<file path="config.mk">
export PLATFORM = sky130hd
export DESIGN_NAME = reg_cmd_ctrl
export DESIGN_NICKNAME = d
export VERILOG_FILES = /design/src/rtl/reg_cmd_ctrl.sv
export SDC_FILE = /design/constraint.sdc
export NUM_CORES = 1
export LEC_CHECK = 0
export CAP_MARGIN = 20
export CORE_MARGIN = 4
export CORE_UTILIZATION = 40
export DETAILED_ROUTE_END_ITERATION = 16
export PLACE_DENSITY = 0.77
export SLEW_MARGIN = 15
export SYNTH_ARGS = -nofsm -noshare
export SYNTH_HDL_FRONTEND = slang
export SYNTH_SLANG_ARGS = --single-unit
</file>
<file path="constraint.sdc">
create_clock -name clk -period 4.4 [get_ports clk]
set_clock_uncertainty 0.2 [all_clocks]
set_input_delay 1.1 -clock clk [delete_from_list [all_inputs] [get_ports clk]]
set_output_delay 1.1 -clock clk [all_outputs]
set_load 0.01 [all_outputs]
</file>
<file path="src/rtl/reg_cmd_ctrl.sv">
// -----------------------------------------------------------------------------
// reg_cmd_ctrl
//
// Command initiator between a UART RX/TX pair and a register file.
// Parses byte frames from the receiver:
//   write : WR_CMD, addr, data  -> one-cycle WrEN with Address/WrData
//   read  : RD_CMD, addr        -> one-cycle RdEN, waits for RdData_VLD,
//                                  forwards RdData to the transmitter
// Malformed or unexpected bytes, and reads that never return, raise a
// one-cycle CMD_ERR pulse.
//
// Ports:
//   clk         in   system clock, rising edge
//   RST         in   asynchronous reset, active-high
//   RX_P_DATA   in   received byte
//   RX_D_VLD    in   one-cycle strobe, RX_P_DATA valid
//   WrEN        out  register-file write strobe
//   RdEN        out  register-file read strobe
//   Address     out  register-file address
//   WrData      out  register-file write data
//   RdData      in   register-file read data
//   RdData_VLD  in   register-file read-data valid
//   TX_P_DATA   out  byte to UART transmitter
//   TX_D_VLD    out  one-cycle strobe to transmitter
//   TX_BUSY     in   transmitter busy, no new byte accepted
//   CMD_ERR     out  one-cycle error pulse
//
// Handshake: RX_D_VLD and RdData_VLD are single-cycle strobes with no
// backpressure; a byte offered while the FSM cannot use it is dropped and
// flagged. TX_D_VLD is issued only on an edge where TX_BUSY is sampled low.
// -----------------------------------------------------------------------------
module reg_cmd_ctrl #(
    parameter int                    DATA_WIDTH = 8,
    parameter int                    ADDR_WIDTH = 4,
    parameter logic [DATA_WIDTH-1:0] WR_CMD     = 8'hAA,
    parameter logic [DATA_WIDTH-1:0] RD_CMD     = 8'hBB,
    parameter int                    TIMEOUT    = 16
) (
    input  logic                  clk,
    input  logic                  RST,
    input  logic [DATA_WIDTH-1:0] RX_P_DATA,
    input  logic                  RX_D_VLD,
    output logic                  WrEN,
    output logic                  RdEN,
    output logic [ADDR_WIDTH-1:0] Address,
    output logic [DATA_WIDTH-1:0] WrData,
    input  logic [DATA_WIDTH-1:0] RdData,
    input  logic                  RdData_VLD,
    output logic [DATA_WIDTH-1:0] TX_P_DATA,
    output logic                  TX_D_VLD,
    input  logic                  TX_BUSY,
    output logic                  CMD_ERR
);

    localparam int CNT_W = $clog2(TIMEOUT + 1);

    typedef enum logic [2:0] {
        IDLE    = 3'd0,
        WR_ADDR = 3'd1,
        WR_DATA = 3'd2,
        WR_EXEC = 3'd3,
        RD_ADDR = 3'd4,
        RD_EXEC = 3'd5,
        RD_WAIT = 3'd6,
        TX_SEND = 3'd7
    } state_t;

    state_t                state_q, state_d;
    logic [CNT_W-1:0]      cnt_q, cnt_d;
    logic [ADDR_WIDTH-1:0] addr_q, addr_d;
    logic [DATA_WIDTH-1:0] wrdata_q, wrdata_d;
    logic [DATA_WIDTH-1:0] txdata_q, txdata_d;
    logic                  wren_q, wren_d;
    logic                  rden_q, rden_d;
    logic                  txvld_q, txvld_d;
    logic                  err_q, err_d;

    // Address byte is rejected if any bit above the address field is set.
    logic addr_hi_bad;
    assign addr_hi_bad = |(RX_P_DATA >> ADDR_WIDTH);

    always_comb begin
        state_d  = state_q;
        cnt_d    = cnt_q;
        addr_d   = addr_q;
        wrdata_d = wrdata_q;
        txdata_d = txdata_q;
        wren_d   = 1'b0;
        rden_d   = 1'b0;
        txvld_d  = 1'b0;
        err_d    = 1'b0;

        case (state_q)
            IDLE: begin
                if (RX_D_VLD) begin
                    if (RX_P_DATA == WR_CMD)      state_d = WR_ADDR;
                    else if (RX_P_DATA == RD_CMD) state_d = RD_ADDR;
                    else                          err_d   = 1'b1;
                end
            end

            WR_ADDR, RD_ADDR: begin
                if (RX_D_VLD) begin
                    if (addr_hi_bad) begin
                        err_d   = 1'b1;
                        state_d = IDLE;
                    end else begin
                        addr_d = RX_P_DATA[ADDR_WIDTH-1:0];
                        if (state_q == WR_ADDR) begin
                            state_d = WR_DATA;
                        end else begin
                            rden_d  = 1'b1;
                            state_d = RD_EXEC;
                        end
                    end
                end
            end

            WR_DATA: begin
                if (RX_D_VLD) begin
                    wrdata_d = RX_P_DATA;
                    wren_d   = 1'b1;
                    state_d  = WR_EXEC;
                end
            end

            WR_EXEC: begin
                err_d   = RX_D_VLD;
                state_d = IDLE;
            end

            RD_EXEC: begin
                err_d   = RX_D_VLD;
                cnt_d   = '0;
                state_d = RD_WAIT;
            end

            RD_WAIT: begin
                err_d = RX_D_VLD;
                if (RdData_VLD) begin
                    // The edge that captures the read data is also the first
                    // chance to hand it to an idle transmitter, so the strobe
                    // is issued here when possible; TX_SEND then only retires.
                    txdata_d = RdData;
                    txvld_d  = ~TX_BUSY;
                    state_d  = TX_SEND;
                end else if (cnt_q == CNT_W'(TIMEOUT - 1)) begin
                    err_d   = 1'b1;
                    state_d = IDLE;
                end else begin
                    cnt_d = cnt_q + 1'b1;
                end
            end

            TX_SEND: begin
                err_d = RX_D_VLD;
                if (txvld_q) begin
                    state_d = IDLE;
                end else if (!TX_BUSY) begin
                    txvld_d = 1'b1;
                    state_d = IDLE;
                end
            end

            default: state_d = IDLE;
        endcase
    end

    always_ff @(posedge clk or posedge RST) begin
        if (RST) begin
            state_q  <= IDLE;
            cnt_q    <= '0;
            addr_q   <= '0;
            wrdata_q <= '0;
            txdata_q <= '0;
            wren_q   <= 1'b0;
            rden_q   <= 1'b0;
            txvld_q  <= 1'b0;
            err_q    <= 1'b0;
        end else begin
            state_q  <= state_d;
            cnt_q    <= cnt_d;
            addr_q   <= addr_d;
            wrdata_q <= wrdata_d;
            txdata_q <= txdata_d;
            wren_q   <= wren_d;
            rden_q   <= rden_d;
            txvld_q  <= txvld_d;
            err_q    <= err_d;
        end
    end

    assign WrEN      = wren_q;
    assign RdEN      = rden_q;
    assign Address   = addr_q;
    assign WrData    = wrdata_q;
    assign TX_P_DATA = txdata_q;
    assign TX_D_VLD  = txvld_q;
    assign CMD_ERR   = err_q;

endmodule

</file>
==> Yosys cells after proc, flatten, opt, wreduce, memory -nomap -nowiden <==
Index checks and enable logic that the tools add are counted.
{ "totals": {"regBits": 32, "latch_bits": 0, "mem_bits_rw": 0, "rom_bits": 0, "in_bits": 21, "out_inout_bits": 24, "wordCells": 73, "n_memories": 0} }
{ "classes": {"n_addsub": 1, "n_mul": 0, "div_mod_pow": 0, "n_lt_le_gt_ge": 0, "n_eq_ne": 18, "shifts": 0, "mux": 33, "bitwise": 2, "n_reduce_logical": 10} }
{ "ops": {"columns": ["operator", "count"], "rows": [
  ["3-bit two-way mux", 11],
  ["3-bit one-hot mux with 7 select lines", 1],
  ["8-bit equality test (second input constant)", 2],
  ["1-bit two-way mux", 16],
  ["3-bit equality test (second input constant)", 4],
  ["5-bit two-way mux", 2],
  ["2-bit != test (second input constant)", 5],
  ["5-bit one-hot mux with 2 select lines", 1],
  ["3-bit != test (second input constant)", 3],
  ["3-bit by 2-bit equality test with 1-bit output (second input constant)", 2],
  ["3-bit AND reduction", 2],
  ["6-bit AND reduction", 1],
  ["5-bit by 1-bit adder with 5-bit output (second input constant)", 1],
  ["5-bit by 4-bit equality test with 1-bit output (second input constant)", 1],
  ["1-bit one-hot mux with 4 select lines", 1],
  ["2-bit AND reduction", 2],
  ["4-bit OR reduction", 1],
  ["3-bit by 1-bit equality test with 1-bit output (second input constant)", 1],
  ["3-bit logical NOT", 1],
  ["3-bit OR reduction", 1],
  ["1-bit inverter", 2],
  ["1-bit one-hot mux with 2 select lines", 1],
  ["2-bit nonzero test", 1],
  ["2-bit OR reduction", 1]
]} }

==> Longest topological paths before layout <==
{ "logic_depth": {"ltp_word": 5, "ltp_mapped": 7, "ltp_nobuf": 7} }

==> Worst setup path before layout <==
OpenSTA, ideal clock, no wires.
{ "synth_path": {"kind": "input-to-reg", "from": "input RX_P_DATA[7]", "to": "register state_q[1]", "setup_ns": 0.069, "arrival_ns": 2.315, "required_ns": 4.131, "slack_ns": 1.816, "cell_stages": 4, "n_path_buf": 0, "cell_sequence": "or4_4 -> nor2b_4 -> or4_1 -> nand3_1"} }
{ "synth_via": {"elab_chain_cells": 4, "word_cells_on_any_way": 10, "classes_between": "eq/ne (3); mux (5); reduce/logical (2)"} }
{ "synth_lines": {"columns": ["item", "line_no", "rtl"], "rows": [
  ["start: declaration", "41", "input logic [DATA_WIDTH-1:0] RX_P_DATA,"],
  ["8-bit equality test or 4-bit OR reduction (tied branches)", "96, 80", null],
  ["3-bit two-way mux, on equally long branches", "96, 104", null],
  ["3-bit two-way mux, on equally long branches", "95, 103", null],
  ["3-bit one-hot mux with 7 select lines", "93", "case (state_q)"],
  ["end signal: assignment", "181", "state_q <= state_d;"],
  ["end: declaration", "68", "state_t state_q, state_d;"]
]} }
Parallel ways exist; a longest one is shown, timed or not. The select of a mux whose other input is x is not followed.
A chain may end at the register's enable or synchronous reset.

==> Final worst setup path <==
{ "layout_path": {"from": "input RX_P_DATA[4]", "to": "register addr_q[2] (netlist: Address[2])"} }
{ "layout_via": {"elab_chain_cells": 3} }
{ "layout_lines": {"columns": ["item", "line_no", "rtl"], "rows": [
  ["4-bit OR reduction", "80", "assign addr_hi_bad = |(RX_P_DATA >> ADDR_WIDTH);"],
  ["1-bit inverter (no line)", null, null],
  ["3-bit AND reduction (no line)", null, null],
  ["end signal: assignment", "183", "addr_q <= addr_d;"],
  ["end: declaration", "70", "logic [ADDR_WIDTH-1:0] addr_q, addr_d;"]
]} }
Every way passes these cells.

==> impl_results.rst <==
.. list-table::
   :header-rows: 1

   * - Metric
     - Value
   * - Result of the run
     - finished, final reports clean
   * - Min-Delay Path Class
     - register to register
   * - Worst skew pair latency
     - between 0.2 and 0.3 ns
   * - Buf+Inv Stages, Crit Path
     - 1
   * - Nets@finish
     - 206
   * - Top-area cell type share of the netlist area
     - 0.514
   * - Slew @ Worst Pin
     - 0.694 ns
   * - Number of inserted filler cells in the final layout
     - about 320
   * - DR vias/cell
     - 5.29
   * - Worst setup SP type
     - primary input
   * - Relative area change from synthesis to final layout
     - 37.1%
   * - Placement-stage cell area
     - ~0.0020 mm2
   * - Max-cap violation count
     - 0
   * - Initial Utilization
     - 0.419
   * - Number of global-route vias before repair
     - between 1,000 and 1,500
   * - Worst r2r dst
     - state_q[1]
   * - Post-synth cell types
     - just over 40
   * - Summed area of non-filler cells in the final layout
     - approximately 0.0021 mm2
   * - Type of the worst setup path
     - primary input to register
   * - Largest net degree at the start of global routing
     - 33
   * - Maximum fanout encountered on the critical timing path
     - 6
   * - Hold Path Origin
     - WrData[1]
   * - Arrival time of the worst setup path
     - ~2.8 ns
   * - Start point of the critical path
     - RX_P_DATA[4]
   * - Final Max Slew Viols
     - 0
   * - Io pins
     - between 40 and 50
   * - Die width
     - between 70 and 80 um
   * - Seq. cell area
     - between 800 and 900 um2
   * - Std-Cell Rows
     - 22
   * - Count of cell instances traversed by the critical path
     - 5
   * - Wirelength, routed
     - about 3.4 mm
   * - Pwr Total
     - ~1.3 mW
   * - F_max
     - roughly 350 MHz
   * - Worst-case headroom to the max-slew limit
     - 0.535
   * - Routed len/inst
     - around 15 um
   * - Most frequent standard cell in the layout excluding fill and tap cells
     - sky130_fd_sc_hd__clkdlybuf4s50_1
   * - Global-route wire length before repair
     - around 6 mm
   * - Setup TNS
     - 0 ns
   * - Fraction of final layout cells with drive strength greater than 1
     - 0.175
   * - Worst R2R Setup Slack
     - approximately 2.2 ns
   * - Core footprint
     - 0.00372 mm2
   * - Diodes inserted
     - 0
   * - Part of the Yosys area used for sequential elements
     - 0.514
   * - Root buffer cell
     - sky130_fd_sc_hd__clkbuf_8
   * - Clock Tree Buf Depth
     - 2
   * - Kind of end point of the critical path
     - register
   * - Post-detailed-route DRC marker count
     - 0
   * - Clock tree from TritonCTS
     - built
   * - Cell area after synthesis
     - 0.00156 mm2
   * - Post-route clock period utilization
     - 0.655
   * - Clock-pin transition on the worst setup and hold timing paths
     - 0.06 ns
   * - Post-CTS Setup Bufs
     - 0
   * - Dominant cells by area after synthesis
     - sky130_fd_sc_hd__dfrtp_1, sky130_fd_sc_hd__mux2_2, sky130_fd_sc_hd__nand2b_1, sky130_fd_sc_hd__nand3_1, sky130_fd_sc_hd__o21ai_0
   * - Final Hold Violating Endpoints
     - 0
   * - WP data required
     - 4.36 ns
   * - Per-instance average area after synthesis
     - between 10 and 15 um2
   * - Crit-path cells
     - clkdlybuf4s50_1 > or4_4 > nor2_1 > nand3_1 > mux2_2
   * - Setup repair after global routing missed its margin
     - no
   * - Post-Synthesis Cells
     - around 140
   * - YS warnings
     - 0
   * - Overall Global Routing Usage
     - 0.152
   * - Final instance count without filler cells
     - ~230
   * - Biggest area consumer among synthesized cells
     - sky130_fd_sc_hd__dfrtp_1
   * - Post-placement setup slack
     - 1.24 ns
   * - Dominant delay contributor by cell family on the critical path
     - simple AND/OR/NAND/NOR gates
   * - Power Density
     - ~630 mW/mm2
   * - Number of sinks handled by clock tree synthesis
     - 32
   * - Worst Hold Slack
     - 0.304 ns
   * - Placer Congestion
     - 0.905
   * - Most frequent cells in the layout
     - sky130_fd_sc_hd__clkdlybuf4s50_1, sky130_fd_sc_hd__dfrtp_1, sky130_fd_sc_hd__mux2_2
   * - Number of antenna violations at the first check in global routing
     - 0
   * - Critical path capture point
     - Address[2]
   * - Min Clock Period, post-route
     - ~2.9 ns
   * - Count of final setup violators
     - 0
   * - Worst reg2reg startpoint
     - cnt_q[0]
   * - Final critical-path setup slack
     - around 1.5 ns
   * - Number of iterations in the first detailed-routing pass
     - 4
   * - Peak supply drop
     - 0.334 mV
   * - Iter 0 DRT Violations
     - 55
   * - Cell at the slowest stage of the critical path
     - sky130_fd_sc_hd__or4_4
   * - TritonCTS Buffers
     - 5
   * - Total via count in the routed design
     - roughly 1,200
   * - Cell depth of the worst flop-to-flop path
     - 7
   * - Synth Net Count
     - between 150 and 200
   * - Number of H-tree levels
     - 2
   * - Number of port buffers
     - 44
   * - Hold buffers post-CTS
     - 0
   * - Total instance count after detailed placement
     - about 220
   * - Utilization after layout
     - 0.574
   * - Area taken by multi-input logic gates
     - approximately 710 um2
   * - Area of the die
     - 0.00495 mm2
   * - Antenna-violating nets left
     - 0
   * - Number of gates resized after CTS
     - 0
   * - Chip Height
     - between 70 and 80 um
   * - Total of flip-flops plus latches after synthesis
     - 32
   * - Lkg Pwr
     - 0.894 nW
   * - HPWL after detailed placement
     - between 2 and 3 mm
   * - Total congestion overflow
     - 0
   * - Largest stage delay on the critical path
     - roughly 0.59 ns
## routing by layer
metal	track usage	up-vias	part of all wire
li1	-	584	-
met1	0.181	587	0.41
met2	0.249	46	0.51
met3	0.0590	4	0.078
met4	0.0511	0	0.0075
met5	0	-	0
## how the worst min path moves through the flow
stage,endpoint,slack [ns],depth (start not counted)
5_1_grt,TX_P_DATA[3],0.32,1
2_1_floorplan,cnt_q[4],0.27,2
3_3_place_gp,cnt_q[4],0.28,2
6_report,WrData[1],0.30,1
3_5_place_dp,TX_P_DATA[7],0.29,1
4_1_cts,TX_P_DATA[7],0.31,1
## power breakdown
part           internal, mW  switching (mW)
Clock                 0.139           0.101
Sequential            0.418           0.121
Combinational         0.341           0.220
## layout make-up
class                           count  area share
Timing Repair Buffer               45       0.210
Inverter                            5     0.00879
Multi-Input combinational cell     94       0.333
Sequential cell                    32       0.375
Clock buffer                        7      0.0451
Tap cell                           48      0.0281
## flip-flops by register name, indices dropped and copies added (netlist names)
| name | cells |
|---|---|
| WrEN | 1 |
| TX_D_VLD | 1 |
| cnt_q | 5 |
| RdEN | 1 |
| TX_P_DATA | 8 |
| Address | 4 |
| CMD_ERR | 1 |
| WrData | 8 |
| state_q | 3 |
## Yosys cell counts, drive strengths merged
library cell / number
o41ai: 1
xnor2: 2
o22ai: 1
inv: 5
nor2: 7
clkbuf: 3
or3: 1
nand3b: 2
maj3: 1
and3: 1
nand2b: 6
a2bb2oi: 1
ha: 2
mux2: 20
or4: 2
a311o: 1
a211oi: 1
nand3: 7
nand4b: 1
nor4: 2
a211o: 1
xor2: 1
o31ai: 2
nor3: 3
nand2: 7
a21oi: 2
nor2b: 3
a31oi: 2
or3b: 1
or2: 1
buf: 3
dfrtp: 32
nor3b: 1
a311oi: 1
o21ai: 7
o211ai: 1
and4b: 1
o21bai: 1
## kinds of logic after synthesis
| logic type | share of synthesized area |
|---|---|
| adder cells (fa/ha/maj) | 0.0225 |
| flip-flops | 0.514 |
| buffers and inverters | 0.0289 |
| XOR/XNOR | 0.0169 |
| AO/OA/AOI/OAI | 0.0981 |
| AND/OR/NAND/NOR | 0.174 |
| multiplexers | 0.145 |
Note: power is estimated with default switching activity, not from simulation.
